## config.mk

```make
export PLATFORM = sky130hd
export DESIGN_NAME = stepper_decoder
export DESIGN_NICKNAME = d
export VERILOG_FILES = /design/src/rtl/stepper_decoder.sv
export SDC_FILE = /design/constraint.sdc
export NUM_CORES = 1
export LEC_CHECK = 0
export CORE_UTILIZATION = 52
export CTS_CLUSTER_DIAMETER = 40
export DETAILED_ROUTE_END_ITERATION = 8
export PLACE_DENSITY_LB_ADDON = 0.12
export REMOVE_ABC_BUFFERS = 1
export SYNTH_ARGS = -nofsm -noshare
export SYNTH_HDL_FRONTEND = slang
export SYNTH_SLANG_ARGS = --single-unit
```

## constraint.sdc

```tcl
create_clock -name clk -period 10.1 [get_ports clk]
set_clock_uncertainty 0.2 [all_clocks]
set_input_delay 3.03 -clock clk [delete_from_list [all_inputs] [get_ports clk]]
set_output_delay 3.03 -clock clk [all_outputs]
set_load 0.02 [all_outputs]
```

## src/rtl/stepper_decoder.sv

```systemverilog
// Stepper phase-bus receiver.
// Watches the 4-line one-hot phase bus of a unipolar stepper and rebuilds
// step pulses, direction, a signed position count, lock/error status and a
// moving indicator. The phase bus is asynchronous to clk.
//
// Ports:
//   clk    - system clock, rising edge
//   rst    - synchronous active-high reset
//   fase   - phase lines, legal codes 0001/0010/0100/1000
//   clr    - synchronous clear of pos and err
//   step   - one-cycle pulse per decoded step
//   dir    - direction of last step (1 = 0001->0010->0100->1000->0001)
//   pos    - signed position, two's complement, wraps modulo 2^POS_W
//   locked - decoder holds a valid reference phase
//   err    - sticky protocol-error flag
//   moving - a step was decoded within the last TIMEOUT cycles
module stepper_decoder #(
   parameter int unsigned POS_W   = 16,
   parameter int unsigned TIMEOUT = 1000
) (
   input  logic             clk,
   input  logic             rst,
   input  logic [3:0]       fase,
   input  logic             clr,
   output logic             step,
   output logic             dir,
   output logic [POS_W-1:0] pos,
   output logic             locked,
   output logic             err,
   output logic             moving
);

   localparam int unsigned CNT_W = $clog2(TIMEOUT + 1);
   localparam logic [CNT_W-1:0] TIMEOUT_C = CNT_W'(TIMEOUT);

   typedef enum logic {
      UNLOCKED = 1'b0,
      LOCKED   = 1'b1
   } state_t;

   state_t             state, state_n;
   logic [3:0]         sync1, sync2;
   logic [3:0]         stored, stored_n;
   logic [CNT_W-1:0]   cnt, cnt_n;
   logic               step_n, dir_n, err_n, moving_n;
   logic [POS_W-1:0]   pos_n;
   logic               legal, dec_err, fwd, rev;
   logic [1:0]         delta;

   // One-hot phase code to its index 0..3
   function automatic logic [1:0] ph_idx(input logic [3:0] p);
      return {p[3] | p[2], p[3] | p[1]};
   endfunction

   // Exactly one bit set
   assign legal = (sync2 != 4'b0000) && ((sync2 & (sync2 - 4'd1)) == 4'b0000);
   // Phase advance modulo 4; 2-bit subtraction wraps naturally
   assign delta = ph_idx(sync2) - ph_idx(stored);

   // Next-state and output decode
   always_comb begin
      state_n  = state;
      stored_n = stored;
      step_n   = 1'b0;
      dir_n    = dir;
      pos_n    = pos;
      err_n    = err;
      cnt_n    = cnt;
      moving_n = moving;
      dec_err  = 1'b0;
      fwd      = 1'b0;
      rev      = 1'b0;

      case (state)
         UNLOCKED: begin
            // Idle or startup codes are tolerated while unlocked
            if (legal) begin
               stored_n = sync2;
               state_n  = LOCKED;
            end
         end
         LOCKED: begin
            if (!legal) begin
               dec_err  = 1'b1;
               state_n  = UNLOCKED;
               stored_n = 4'b0000;
            end else begin
               case (delta)
                  2'd1: fwd = 1'b1;
                  2'd3: rev = 1'b1;
                  2'd2: dec_err = 1'b1;
                  default: ;
               endcase
               stored_n = sync2;
            end
         end
         default: state_n = UNLOCKED;
      endcase

      step_n = fwd | rev;
      if (step_n) dir_n = fwd;

      // clr wins over the count; a fresh decode error wins over clr
      if (clr)      pos_n = '0;
      else if (fwd) pos_n = pos + POS_W'(1);
      else if (rev) pos_n = pos - POS_W'(1);

      if (dec_err)  err_n = 1'b1;
      else if (clr) err_n = 1'b0;

      // Stall counter saturates at TIMEOUT, where moving drops
      if (step_n) begin
         cnt_n    = '0;
         moving_n = 1'b1;
      end else begin
         if (cnt < TIMEOUT_C) cnt_n = cnt + CNT_W'(1);
         if (cnt_n >= TIMEOUT_C) moving_n = 1'b0;
      end
   end

   // Synchronizer, state and registered outputs
   always_ff @(posedge clk) begin
      if (rst) begin
         sync1  <= 4'b0000;
         sync2  <= 4'b0000;
         state  <= UNLOCKED;
         stored <= 4'b0000;
         step   <= 1'b0;
         dir    <= 1'b1;
         pos    <= '0;
         locked <= 1'b0;
         err    <= 1'b0;
         moving <= 1'b0;
         cnt    <= '0;
      end else begin
         sync1  <= fase;
         sync2  <= sync1;
         state  <= state_n;
         stored <= stored_n;
         step   <= step_n;
         dir    <= dir_n;
         pos    <= pos_n;
         locked <= (state_n == LOCKED);
         err    <= err_n;
         moving <= moving_n;
         cnt    <= cnt_n;
      end
   end

endmodule
```

==> key figures <==
Power
  – Total Power Consumption: 0.327 mW
  – Clock network fraction of design power: 34.2%
  – Proportion of power drawn by flip-flops and latches: 53.2%
  – Switching Share: between 20% and 30%
  – Static Leakage: 1.12 nW
  – Internal: 0.245 mW
  – IR Drop Worst-Case VDD: 0.102 mV
  – PD cells: 116 nW/um^2
  – Portion of total power attributed to combinational logic: 12.6%
  – Net switching power of the design: approximately 0.083 mW

Clock tree
  – Count of hold buffers inserted by post-cts repair: 0
  – Gates resized, CTS repair: 0
  – Clock transition at the register clock pins on the worst setup and hold paths after CTS: 0.08 ns
  – CTS max path bufs: 2
  – TritonCTS clock tree: yes
  – Insertion delay to the later sink of the worst-skew pair: 0.30 ns
  – Clock buffers created by TritonCTS: 5
  – CTS Root Buffer Type: clkbuf_8
  – Clock tree sinks: 42
  – H-tree depth: 2
  – Post-CTS repair timing setup buffer count: 0

Drt
  – Total DRC errors in the routed layout: 2
  – Routed Wire Length: between 4000 and 5000 um
  – First DRT Iteration DRCs: 175
  – Drt via density: 5.55
  – Iteration count of the initial detailed-routing pass: 6
  – Total number of vias: around 2100
  – Final routed wire length divided by cell count: 12.9 um
  – Antenna-violating nets left: 0

Die
  – Full die area: 4990 um^2
  – Initial core utilization: 55.2%
  – DIE HEIGHT: 70.7 um
  – Width of the chip: 70.7 um
  – Ports placed on the boundary: 28
  – Placeable core area: 4440 um^2
  – Placement Rows: 24

Timing
  – Post-layout worst setup margin: 5.41 ns
  – Final number of max-transition violations: 0
  – Setup total negative slack: 0 ns
  – Final hold violation count: 0
  – FMAX: between 200 and 250 MHz
  – Setup-failing EPs final: 0
  – Slew headroom: a little under half
  – Least-Margin Pin Slew: 0.789 ns
  – Final period demand of the worst path: 4.69 ns
  – RSZ-0062 raised after global routing: no
  – Fraction of the cycle the final worst path needs: 46.5%

Place
  – Placement-stage worst setup slack: 5.11 ns
  – IO Port Bufs: 27
  – Final estimated routing congestion in global placement: 0.887
  – Half-perimeter wire length after placement: 3490 um

Global route
  – Total overflow reported by the global router: 0
  – Global-route wire length before repair: 8290 um
  – Total global-route track usage: 20.8%
  – Via count of the first global-routing pass: between 1500 and 2000
  – Antenna violations before repair: 0
  – Maximum number of pins on one net before global-route repair: 19

Logic synthesis
  – Post-synthesis async set-or-reset flop share: 0%
  – Cell variety after synth: 58
  – Share of synthesized area occupied by flip-flops and latches: 34.3%
  – Mean instance size in the synthesized netlist: roughly 8.4 um^2
  – Commonest register cell after synthesis: dfxtp_1
  – Register bit count reported by yosys: 42
  – Warnings, synthesis: 0
  – Gate Count Post-Synth: 291
  – Area of the mapped netlist: 2450 um^2
  – Number of flops mapped to enable cells by yosys: 0

Worst setup path
  – Startpoint Class: primary input
  – Critical Path Source: rst
  – Crit path max fanout: 18
  – FF-to-FF Start: sync2[1]
  – Required time reported for the critical path endpoint: 10.14 ns
  – Critical path endpoint category: register
  – Setup Crit Path Kind: in2reg
  – Arrival time worst endpoint: 4.74 ns

Cells and area
  – Layout Nets: 341
  – Most common cell after layout, fill and taps aside: dfxtp_1
  – FILL cells: approximately 420
  – Commonest non-fill, non-tap cells in the layout: 42 x dfxtp_1, 32 x nor2_1, 27 x clkdlybuf4s50_1, 26 x a21oi_1, 22 x nand2_1
  – Diodes inserted: 0
  – Fraction of layout cells with a size suffix above 1: 5.66%
  – P&R area growth vs syn: 15.6%
  – Final core utilization: roughly 64%

Flow run
  – Max-cap viol count: 0

Status
  – Status: finished with violations
  – Failing checks: DRC

Min path
  – Startpoint of the worst hold path: sync1[3]
  – Classification of the worst-slack hold path: reg2reg
==> flip-flops by register name, indices dropped and copies added, names as in the netlist <==
name	cells
pos	16
cnt	10
sync1	4
sync2	4
stored	3
dir	1
err	1
moving	1
state	1
step	1
==> metal layers <==
metal | vias up | global-route usage, % | wire (um)
li1 | 1090 | - | -
met1 | 926 | 26.9 | 2340
met5 | - | 0 | 0
met3 | 7 | 4.27 | 129
met2 | 29 | 35.0 | 2250
met4 | 0 | 6.67 | 57
==> cell usage after synthesis (2+ instances only) <==
library cell  number  share of area (%)
clkbuf_1           3               0.46
xnor2_1           13                4.6
a211o_1            2               0.71
ha_1              16                8.2
buf_2              2               0.41
o41ai_1            2               0.71
o21bai_1           3               0.92
nor2_1            32                4.9
inv_1             10                1.5
or2_1              2               0.51
nor3b_1            2               0.61
nand2_1           22                3.4
a21o_1             2               0.61
nand3b_1           2               0.61
nor3_1             2               0.41
a21oi_1           26                5.3
nand2b_1           3               0.77
a22o_1             4                1.4
nor2b_1           13                3.3
nand3_1           12                2.5
a211oi_1           6                1.8
dfxtp_1           42                 34
o211ai_1           3               0.92
and2_1             2               0.51
o21a_1             2               0.61
xor2_1             8                2.9
or2_2              2               0.51
and3_1             2               0.51
nand4_1            3               0.77
mux2i_1            4                1.6
o21ai_0           17                3.5
==> cells by family (layout without fill, tap and decap cells) <==
| kind of cell | count (synthesis) | after routing | synth area share, % |
|---|---|---|---|
| AO/OA/AOI/OAI | 81 | 81 | 21.7 |
| XOR/XNOR | 21 | 21 | 7.50 |
| adder cells (fa/ha/maj) | 17 | 17 | 8.98 |
| buffers and inverters | 18 | 45 | 3.37 |
| flip-flops | 42 | 42 | 34.3 |
| multiplexers | 4 | 4 | 1.63 |
| AND/OR/NAND/NOR | 108 | 108 | 22.5 |
==> power groups by stage <==
| stage | logic [mW] | clock network (mW) | registers [mW] |
|---|---|---|---|
| 2_1_floorplan | 0.0289 | 0 | 0.179 |
| 3_3_place_gp | 0.0406 | 0 | 0.178 |
| 3_5_place_dp | 0.0413 | 0 | 0.178 |
| 4_1_cts | 0.0415 | 0.115 | 0.174 |
| 5_1_grt | 0.0457 | 0.125 | 0.175 |
| 6_report | 0.0412 | 0.112 | 0.174 |
==> per-stage QoR <==
step / instances / hold slack (ns) / instance area [um^2]
5_1_grt: 370 / 0.263 / 2830
2_1_floorplan: 283 / 0.214 / 2410
3_5_place_dp: 362 / 0.227 / 2740
4_1_cts: 370 / 0.245 / 2830
3_3_place_gp: 362 / 0.218 / 2740
6_report: 370 / 0.238 / 2830
==> worst max-delay path: stages <==
cell	delay [ns]
clkdlybuf4s50_1	0.70
or2_2	0.55
nor2_1	0.26
a22o_1	0.19
==> area by class of cell <==
type | instances | area (um^2) | share of cell area [%]
timing repair buffer | 27 | 270 | 9.54
sequential | 42 | 841 | 29.7
inverter | 10 | 37.5 | 1.33
multi-input combinational | 231 | 1530 | 53.9
tap | 52 | 65.1 | 2.30
clock inverter | 1 | 5.00 | 0.177
clock buffer | 7 | 86.3 | 3.05
==> path summary, 6_finish.rpt <==
| kind | to | slack [ns] | depth (start not counted) |
|---|---|---|---|
| hold reg to reg | sync2[3] | 0.24 | 1 |
| hold / removal | sync2[3] | 0.24 | 1 |
| setup / recovery | pos[13] | 5.41 | 4 |
| setup reg to reg | pos[9] | 5.42 | 12 |
Note: power is estimated with default switching activity, not from simulation.
